===== src/rtl/seq_multiplier_if.sv =====
// Request/result bundle for seq_multiplier: operands and mode in, busy/done/product/overflow out.
// start is taken on any rising edge where busy is low (no other ready signal); done is a one-cycle strobe with no backpressure.
interface seq_multiplier_if #(
    parameter int WIDTH = 8
);
    logic                   start;
    logic                   signed_mode;
    logic [WIDTH-1:0]       a;
    logic [WIDTH-1:0]       b;
    logic                   busy;
    logic                   done;
    logic [2*WIDTH-1:0]     product;
    logic                   overflow;
    logic [1:0]             dbg_state;

    modport master (
        output start, signed_mode, a, b,
        input  busy, done, product, overflow, dbg_state
    );

    modport slave (
        input  start, signed_mode, a, b,
        output busy, done, product, overflow, dbg_state
    );
endinterface


===== src/rtl/seq_multiplier.sv =====
// Sequential shift-add multiplier: one adder reused over WIDTH cycles, signed/unsigned,
// full 2*WIDTH product and a "does not fit in WIDTH bits" flag.
module seq_multiplier #(
    parameter int WIDTH = 8
) (
    input  logic           clk,
    input  logic           rst_n,
    seq_multiplier_if.slave bus
);
    localparam int CW = (WIDTH > 2) ? $clog2(WIDTH) : 1;
    localparam logic [CW-1:0] LAST = CW'(WIDTH - 1);

    typedef enum logic [1:0] {IDLE = 2'd0, CALC = 2'd1, FINISH = 2'd2} state_t;

    state_t               state_q, state_d;
    logic [2*WIDTH-1:0]   mcand_q;
    logic [WIDTH-1:0]     mult_q;
    logic [2*WIDTH-1:0]   acc_q;
    logic [CW-1:0]        cnt_q;
    logic                 neg_q;
    logic                 sm_q;
    logic [2*WIDTH-1:0]   product_q;
    logic                 overflow_q;
    logic                 done_q;

    logic [WIDTH-1:0]     a_mag, b_mag;
    logic [2*WIDTH-1:0]   res;
    logic [WIDTH:0]       res_top;
    logic                 res_ovf;

    // Operands are stored as magnitudes; the sign is reapplied once at the end.
    always_comb begin
        a_mag = (bus.signed_mode && bus.a[WIDTH-1]) ? -bus.a : bus.a;
        b_mag = (bus.signed_mode && bus.b[WIDTH-1]) ? -bus.b : bus.b;
        res     = neg_q ? -acc_q : acc_q;
        res_top = res[2*WIDTH-1:WIDTH-1];
        res_ovf = sm_q ? !((&res_top) || !(|res_top)) : (|res[2*WIDTH-1:WIDTH]);
    end

    always_ff @(posedge clk or negedge rst_n) begin
        if (!rst_n) state_q <= IDLE;
        else        state_q <= state_d;
    end

    always_comb begin
        state_d = state_q;
        case (state_q)
            IDLE:    if (bus.start) state_d = CALC;
            CALC:    if (cnt_q == LAST) state_d = FINISH;
            FINISH:  state_d = IDLE;
            default: state_d = IDLE;
        endcase
    end

    always_comb begin
        bus.busy      = (state_q != IDLE);
        bus.done      = done_q;
        bus.product   = product_q;
        bus.overflow  = overflow_q;
        bus.dbg_state = state_q;
    end

    always_ff @(posedge clk or negedge rst_n) begin
        if (!rst_n) begin
            mcand_q    <= '0;
            mult_q     <= '0;
            acc_q      <= '0;
            cnt_q      <= '0;
            neg_q      <= 1'b0;
            sm_q       <= 1'b0;
            product_q  <= '0;
            overflow_q <= 1'b0;
            done_q     <= 1'b0;
        end else begin
            done_q <= 1'b0;
            case (state_q)
                IDLE: begin
                    if (bus.start) begin
                        mcand_q <= {{WIDTH{1'b0}}, a_mag};
                        mult_q  <= b_mag;
                        acc_q   <= '0;
                        cnt_q   <= '0;
                        sm_q    <= bus.signed_mode;
                        neg_q   <= bus.signed_mode & (bus.a[WIDTH-1] ^ bus.b[WIDTH-1]);
                    end
                end
                CALC: begin
                    // Multiplicand walks left while the multiplier bits are consumed LSB first.
                    if (mult_q[0]) acc_q <= acc_q + mcand_q;
                    mcand_q <= mcand_q << 1;
                    mult_q  <= mult_q >> 1;
                    cnt_q   <= cnt_q + CW'(1);
                end
                FINISH: begin
                    product_q  <= res;
                    overflow_q <= res_ovf;
                    done_q     <= 1'b1;
                end
                default: ;
            endcase
        end
    end
endmodule


===== src/flat_wrapper.sv =====
// flat-port wrapper written by rule: the top's interface ports become plain ports
module seq_multiplier_flat 
#(
    parameter int WIDTH = 8
)
  (clk, rst_n, bus_start, bus_signed_mode, bus_a, bus_b, bus_busy, bus_done, bus_product, bus_overflow, bus_dbg_state);
  seq_multiplier_if #(.WIDTH(WIDTH)) bus_i ();
  input  logic clk;
  input  logic rst_n;
  input wire logic [$bits(bus_i.start)-1:0] bus_start;
  input wire logic [$bits(bus_i.signed_mode)-1:0] bus_signed_mode;
  input wire logic [$bits(bus_i.a)-1:0] bus_a;
  input wire logic [$bits(bus_i.b)-1:0] bus_b;
  output wire logic [$bits(bus_i.busy)-1:0] bus_busy;
  output wire logic [$bits(bus_i.done)-1:0] bus_done;
  output wire logic [$bits(bus_i.product)-1:0] bus_product;
  output wire logic [$bits(bus_i.overflow)-1:0] bus_overflow;
  output wire logic [$bits(bus_i.dbg_state)-1:0] bus_dbg_state;
  assign bus_i.start = bus_start;
  assign bus_i.signed_mode = bus_signed_mode;
  assign bus_i.a = bus_a;
  assign bus_i.b = bus_b;
  assign bus_busy = bus_i.busy;
  assign bus_done = bus_i.done;
  assign bus_product = bus_i.product;
  assign bus_overflow = bus_i.overflow;
  assign bus_dbg_state = bus_i.dbg_state;
  seq_multiplier #(.WIDTH(WIDTH)) u_core (.clk(clk), .rst_n(rst_n), .bus(bus_i));
endmodule

===== config.mk =====
export PLATFORM = sky130hd
export DESIGN_NAME = seq_multiplier_flat
export DESIGN_NICKNAME = d
export VERILOG_FILES = /design/src/rtl/seq_multiplier_if.sv /design/src/rtl/seq_multiplier.sv /design/src/flat_wrapper.sv
export SDC_FILE = /design/constraint.sdc
export NUM_CORES = 1
export LEC_CHECK = 0
export ABC_CLOCK_PERIOD_IN_PS = 3950
export CORE_MARGIN = 2
export CORE_UTILIZATION = 24
export CTS_BUF_LIST = sky130_fd_sc_hd__clkbuf_4 sky130_fd_sc_hd__clkbuf_8
export CTS_CLUSTER_DIAMETER = 80
export DETAILED_ROUTE_END_ITERATION = 7
export GPL_TIMING_DRIVEN = 0
export SLEW_MARGIN = 20
export SYNTH_ARGS = -nofsm -noshare
export SYNTH_HDL_FRONTEND = slang
export SYNTH_SLANG_ARGS = --single-unit

===== constraint.sdc =====
create_clock -name clk -period 3.95 [get_ports clk]
set_input_delay 0.79 -clock clk [delete_from_list [all_inputs] [get_ports clk]]
set_output_delay 0.79 -clock clk [all_outputs]
set_load 0.05 [all_outputs]

==> results of run 1 <==
==> worst register-to-register path: stages, from the launching register on <==
cell and delay (ps):
dfrtp_1 450, inv_1 140, ha_1 170, or3b_1 340, clkbuf_1 180, o41ai_1 420
xor2_1 170, or4b_1 480, o32ai_1 230, a31oi_1 70
==> per-stage QoR <==
stage | hold slack [ps] | power (W) | instance area [um^2] | utilization (%) | worst slack, ps
after floorplan | 460 | 0.00287 | 4000 | - | 1420
after global placement | 464 | 0.00347 | 4680 | 28.4 | 31.8
after detailed placement | 468 | 0.00354 | 4700 | 28.6 | 1170
after CTS | 288 | 0.00407 | 4890 | 29.7 | 1160
after global routing | 291 | 0.00442 | 4890 | 29.7 | 850
final | 301 | 0.00405 | 4890 | 29.7 | 1180
==> registers in the layout, indices dropped and copies added (netlist names), 2 cells and up <==
register,count
u_core.cnt_q,3
u_core.acc_q,16
u_core.mcand_q,16
u_core.mult_q,8
u_core.bus.dbg_state,2
u_core.bus.product,16
==> layout make-up <==
type | count | area [um^2] | area share [%]
Buffer | 26 | 105 | 2.15
Inverter | 13 | 48.8 | 0.999
Clock inverter | 3 | 15.0 | 0.307
Multi-Input combinational cell | 348 | 2220 | 45.5
Timing Repair Buffer | 41 | 425 | 8.71
Tap cell | 220 | 275 | 5.63
Sequential cell | 65 | 1630 | 33.3
Clock buffer | 13 | 166 | 3.41
==> per-layer routing <==
layer,GRT usage [%],routed length [um],vias up
li1,-,-,1742
met1,15.9,4620,1642
met2,18.7,4470,134
met3,3.08,705,16
met4,3.96,141,0
met5,0,0,-
==> cells in the mapped netlist (2+ instances only) <==
master,count
a211o_1,4
nor3b_1,3
nor4_1,3
inv_1,13
nand3b_1,2
a31oi_1,5
o31a_1,2
or4_4,2
or3_1,4
a21o_1,3
a22oi_1,13
nand2_1,75
o21ai_0,56
nor3_1,9
o211ai_1,2
o31ai_1,7
ha_1,20
xnor2_1,16
dfrtp_1,65
nand4_1,4
or2_2,2
nor2b_1,4
and2_1,3
nor4b_1,2
nand3_1,14
nor2_1,18
o41ai_2,2
a21boi_0,3
mux2i_1,6
xor2_1,13
o311a_1,2
nand2b_1,4
o41ai_1,4
or4_1,2
o21a_1,6
clkbuf_1,24
a22o_1,2
a21oi_1,15
==> cell families after synthesis <==
group | synth area share (%)
and+or+nand+nor | 19.1
AOI/OAI and AO/OA | 21.8
DFF | 40.6
buffers and inverters | 3.84
xor gates and xnor gates | 6.34
adders and majority gates | 6.75
muxes | 1.50
==> power by group <==
| group | internal, W | total, W | switching (W) |
|---|---|---|---|
| combinational | 0.000877 | 0.00232 | 0.00144 |
| sequential | 0.000952 | 0.00122 | 0.000270 |
| clock | 0.000273 | 0.000512 | 0.000239 |
| total | 0.00210 | 0.00405 | 0.00195 |
==> worst paths after layout <==
path	to	slack, ps	cells past startpoint	start
worst min register to register	u_core.bus.product[0]	480	2	u_core.bus.product[0]
worst max register to register	u_core.bus.overflow	1180	9	u_core.acc_q[1]
worst max-delay path	u_core.bus.overflow	1180	9	u_core.acc_q[1]
max in group asynchronous	u_core.mcand_q[11]	3140	2	rst_n
worst min-delay path	u_core.bus.product[7]	300	1	rst_n
min in group clk	u_core.bus.product[0]	480	2	u_core.bus.product[0]
==> flow_metrics.py, run 1 <==
metrics = {
    "outcome": {
        "outcome": "complete, no violations",
    },
    "floorplanning": {
        "dieWidth_um": 133,
        "fp.dieArea_um2": 17700,
        "io_pins": 41,
        "row_count": 47,
        "coreArea_um2": 16500,
        "fp.dieH_um": 133,
        "initial_utilization_pct": 24.3,
    },
    "timing": {
        "final.min_clock_period_ps": 2770,
        "skew_ps": 4.01,
        "setup_viol_count_final": 0,
        "worst_pin_slew_ps": 552,
        "fin_crit_sh_pct": 70.2,
        "tns_ps": 0,
        "maxSlewViolCount": 0,
        "hold_viol_final": 0,
        "fmax_ghz": 0.360,
        "maxSlewHeadroom_pct": 63.2,
        "rsz0062_at_grt": "false",
    },
    "clock_network": {
        "clkSinkCount": 65,
        "cts.htree.levels": 3,
        "cts_tree": "done",
        "cts_buffers": 9,
        "clockBufferDepth": 2,
        "cts_resized": 0,
        "holdBufCountCts": 0,
        "clock_latency_ps": 340,
        "path_clk_slew_ps": 70,
        "cts_setup_buffers": 0,
        "clockRootBuffer": "clkbuf_8",
    },
    "logic_synthesis": {
        "synth.top_cell.area_share_pct": 40.6,
        "yosysSeqAreaShare_pct": 40.6,
        "synth_edf_count": 0,
        "avgSynthCellArea_um2": 8.86,
        "synth_area_leader_cell": "dfrtp_1",
        "netlist_area_um2": 4000,
        "synth-main-ff-cell": "dfrtp_1",
        "postSynthCellCount": 452,
        "async_flop_share_pct": 100,
        "ys_warn_count": 0,
        "synth.area.top_cells": "dfrtp_1 41%, nand2_1 7.0%, o21ai_0 7.0%, ha_1 6.3%, xnor2_1 3.5%",
        "synth_cell_types": 56,
        "syn_nets": 493,
        "ys_ff_latch": 65,
    },
    "drt": {
        "dr_total_vias": 3534,
        "drc_errors": 0,
        "wl_per_cell_um": 13.6,
        "drtAntennaViolNets": 0,
        "first_iter_violations": 240,
        "routed_via_density": 4.85,
        "drt_pre_antenna_iters": 7,
        "wl_mm": 9.94,
    },
    "setup_path": {
        "worstPathCellList": "inv_1 > ha_1 > or3b_1 > clkbuf_1 > o41ai_1 > xor2_1 > or4b_1 > o32ai_1 > a31oi_1",
        "crit_family": "simple AND/OR/NAND/NOR gates",
        "cp_slowest_stage_delay_ps": 480,
        "path_class": "flip-flop to flip-flop",
        "cp_slowest_cell": "or4b_1",
        "end_kind": "flip-flop",
        "critPathBufInv": 2,
        "path_max_fanout": 7,
        "crit_path_start_kind": "flip-flop",
        "cp.required_ps": 4160,
        "cp.arrival_ps": 2990,
    },
    "flow_run": {
        "max-cap-violations": 0,
    },
    "grt": {
        "grt_max_degree": 51,
        "antenna_found_initial": 0,
        "grt_use_total_pct": 11.9,
        "grt_overflow": 0,
        "grt_pass1_wl_mm": 17.0,
        "grt_pass1_vias": 3524,
    },
    "layout": {
        "final_cell_mix": "75 x nand2_1, 65 x dfrtp_1, 56 x o21ai_0, 39 x clkdlybuf4s50_1, 24 x clkbuf_1",
        "fill_cells": 1745,
        "syn2layout_area_growth_pct": 22.0,
        "diodes": 0,
        "nNetsFinal": 545,
        "layout.cells.non_filler": 729,
        "layout-drive-gt1-share_pct": 5.11,
        "final_common_cell": "nand2_1",
    },
    "placed_design": {
        "numPlacedInstances": 713,
        "dp_hpwl_mm": 7.74,
        "io_buffers": 40,
        "finalWeightedCongestion": 0.874,
    },
    "power": {
        "p_per_area_nw_per_um2": 830,
        "ir_worst_vdd_mv": 0.325,
        "leakage_nw": 2.02,
    },
    "worst_hold_path": {
        "hold_path_class": "primary input to async pin",
    },
}
Note: power is estimated with default switching activity, not from simulation.
==> run 2: changes to the inputs <==
Settings changed: ABC_CLOCK_PERIOD_IN_PS 3950 to 2250.
Clock period 3.95 ns to 2.25 ns, I/O delays scaled along.
==> flow_metrics.py, run 2 (synthesis gave the netlist of run 1 again) <==
metrics = {
    "layout": {
        "final_cell_mix": "74 x nand2_1, 58 x dfrtp_1, 54 x o21ai_0, 39 x clkdlybuf4s50_1, 29 x buf_4",
        "layout.cells.non_filler": 757,
        "nNetsFinal": 573,
        "final_util_pct": 32.5,
        "fill_cells": 1697,
        "diodes": 0,
        "layout-drive-gt1-share_pct": 17.1,
        "final_common_cell": "nand2_1",
        "syn2layout_area_growth_pct": 33.7,
    },
    "drt": {
        "routed_via_density": 4.88,
        "drt_pre_antenna_iters": 4,
        "first_iter_violations": 195,
        "wl_per_cell_um": 14.1,
        "wl_mm": 10.6,
        "drtAntennaViolNets": 0,
        "dr_total_vias": 3692,
        "drc_errors": 0,
    },
    "floorplanning": {
        "io_pins": 41,
        "initial_utilization_pct": 24.3,
        "dieWidth_um": 133,
        "coreArea_um2": 16500,
        "fp.dieArea_um2": 17700,
        "row_count": 47,
        "fp.dieH_um": 133,
    },
    "clock_network": {
        "clock_latency_ps": 350,
        "cts_buffers": 9,
        "cts.htree.levels": 3,
        "cts_tree": "done",
        "clockRootBuffer": "clkbuf_8",
        "clockBufferDepth": 2,
        "clkSinkCount": 65,
        "path_clk_slew_ps": 70,
    },
    "placed_design": {
        "dp_hpwl_mm": 7.87,
        "io_buffers": 40,
        "finalWeightedCongestion": 0.894,
        "numPlacedInstances": 713,
        "preCtsSetupSlack_ps": -362,
    },
    "setup_path": {
        "end_kind": "flip-flop",
        "crit_family": "simple AND/OR/NAND/NOR gates",
        "crit_path_start_kind": "flip-flop",
        "cp_slowest_stage_delay_ps": 580,
        "cp_slowest_cell": "or4_4",
        "worstPathCellList": "buf_4 > or4_4 > o21a_1 > mux2i_2 > or4b_4 > o32ai_2 > a31oi_1",
        "cp.required_ps": 2460,
        "critPathBufInv": 1,
        "cp.arrival_ps": 2790,
        "path_class": "flip-flop to flip-flop",
        "path_max_fanout": 5,
    },
    "timing": {
        "worst_pin_slew_ps": 648,
        "setup_ws_ps": -331,
        "setup_viol_count_final": 7,
        "rsz0062_at_grt": "true",
        "hold_viol_final": 0,
        "final.min_clock_period_ps": 2580,
        "fin_crit_sh_pct": 115,
        "maxSlewViolCount": 0,
        "fmax_ghz": 0.388,
        "maxSlewHeadroom_pct": 56.8,
        "whs_ps": 477,
        "skew_ps": 5.65,
    },
    "worst_hold_path": {
        "hold_path_class": "flip-flop to flip-flop",
    },
    "power": {
        "leakage_nw": 2.21,
        "ir_worst_vdd_mv": 0.720,
        "p_per_area_nw_per_um2": 1490,
    },
    "outcome": {
        "violations": "negative setup slack",
        "outcome": "finished with violations",
    },
    "flow_run": {
        "max-cap-violations": 0,
    },
    "grt": {
        "grt_use_total_pct": 12.6,
        "grt_pass1_wl_mm": 18.2,
        "grt_max_degree": 51,
        "grt_pass1_vias": 3727,
        "grt_overflow": 0,
        "antenna_found_initial": 0,
    },
}
==> run 2: power by group <==
group,internal (W),switching [W],total (W)
Sequential,0.00168,0.000492,0.00217
Combinational,0.00206,0.00284,0.00490
Clock,0.000479,0.000424,0.000903
Total,0.00422,0.00376,0.00798
==> run 2: final timing paths <==
check | from | to | slack (ps) | cells after the start
worst max-delay path | u_core.acc_q[0] | u_core.bus.overflow | -330 | 7
worst min-delay path | u_core.bus.product[10] | u_core.bus.product[10] | 480 | 2
worst max register to register | u_core.acc_q[0] | u_core.bus.overflow | -330 | 7
worst min register to register | u_core.bus.product[10] | u_core.bus.product[10] | 480 | 2
max in group asynchronous | rst_n | u_core.acc_q[2] | 1230 | 3
min in group asynchronous | rst_n | u_core.bus.product[8] | 500 | 2
==> run 2: worst register-to-register path, stage by stage, from the launching register on <==
cell and delay [ps]:
dfrtp_2 430, buf_4 140, or4_4 580, o21a_1 250, mux2i_2 230, or4b_4 500
o32ai_2 250, a31oi_1 70
==> run 2: what timing repair did <==
action | in CTS | in global routing
gates resized for setup | 19 | 34
endpoints found under the setup margin | 7 | 14
endpoints found under the hold margin | 15 | 0
pin swaps | 12 | 22
setup buffers | 16 | 16
gates cloned | 0 | 0
hold buffers | 1 | 0
==> run 2: cell type report <==
class                      instances  area [um^2]  area share (%)
tap                              220          275            5.14
clock buffer                      13          166            3.11
sequential                        65         1640            30.6
timing repair buffer              73          679            12.7
multi-input combinational        348         2430            45.4
inverter                          13         51.3           0.959
clock inverter                     3         15.0           0.281
buffer                            22         98.8            1.85
==> run 2: through the flow <==
| stage | cell area (um^2) | power, W | setup TNS, ps |
|---|---|---|---|
| 3_3_place_gp | 4700 | 0.00612 | -87420 |
| 2_1_floorplan | 4030 | 0.00508 | -94.9 |
| 3_5_place_dp | 4730 | 0.00629 | -2230 |
| 5_1_grt | 5350 | 0.00863 | -1480 |
| 4_1_cts | 5110 | 0.00748 | -871 |
| 6_report | 5350 | 0.00798 | -804 |
==> run 2: metal layers <==
| layer | track usage (%) | vias up | wire length (um) |
|---|---|---|---|
| met2 | 20.8 | 119 | 5030 |
| met3 | 3.01 | 16 | 586 |
| met4 | 3.43 | 0 | 142 |
| met5 | 0 | - | 0 |
| li1 | - | 1807 | - |
| met1 | 16.6 | 1750 | 4880 |
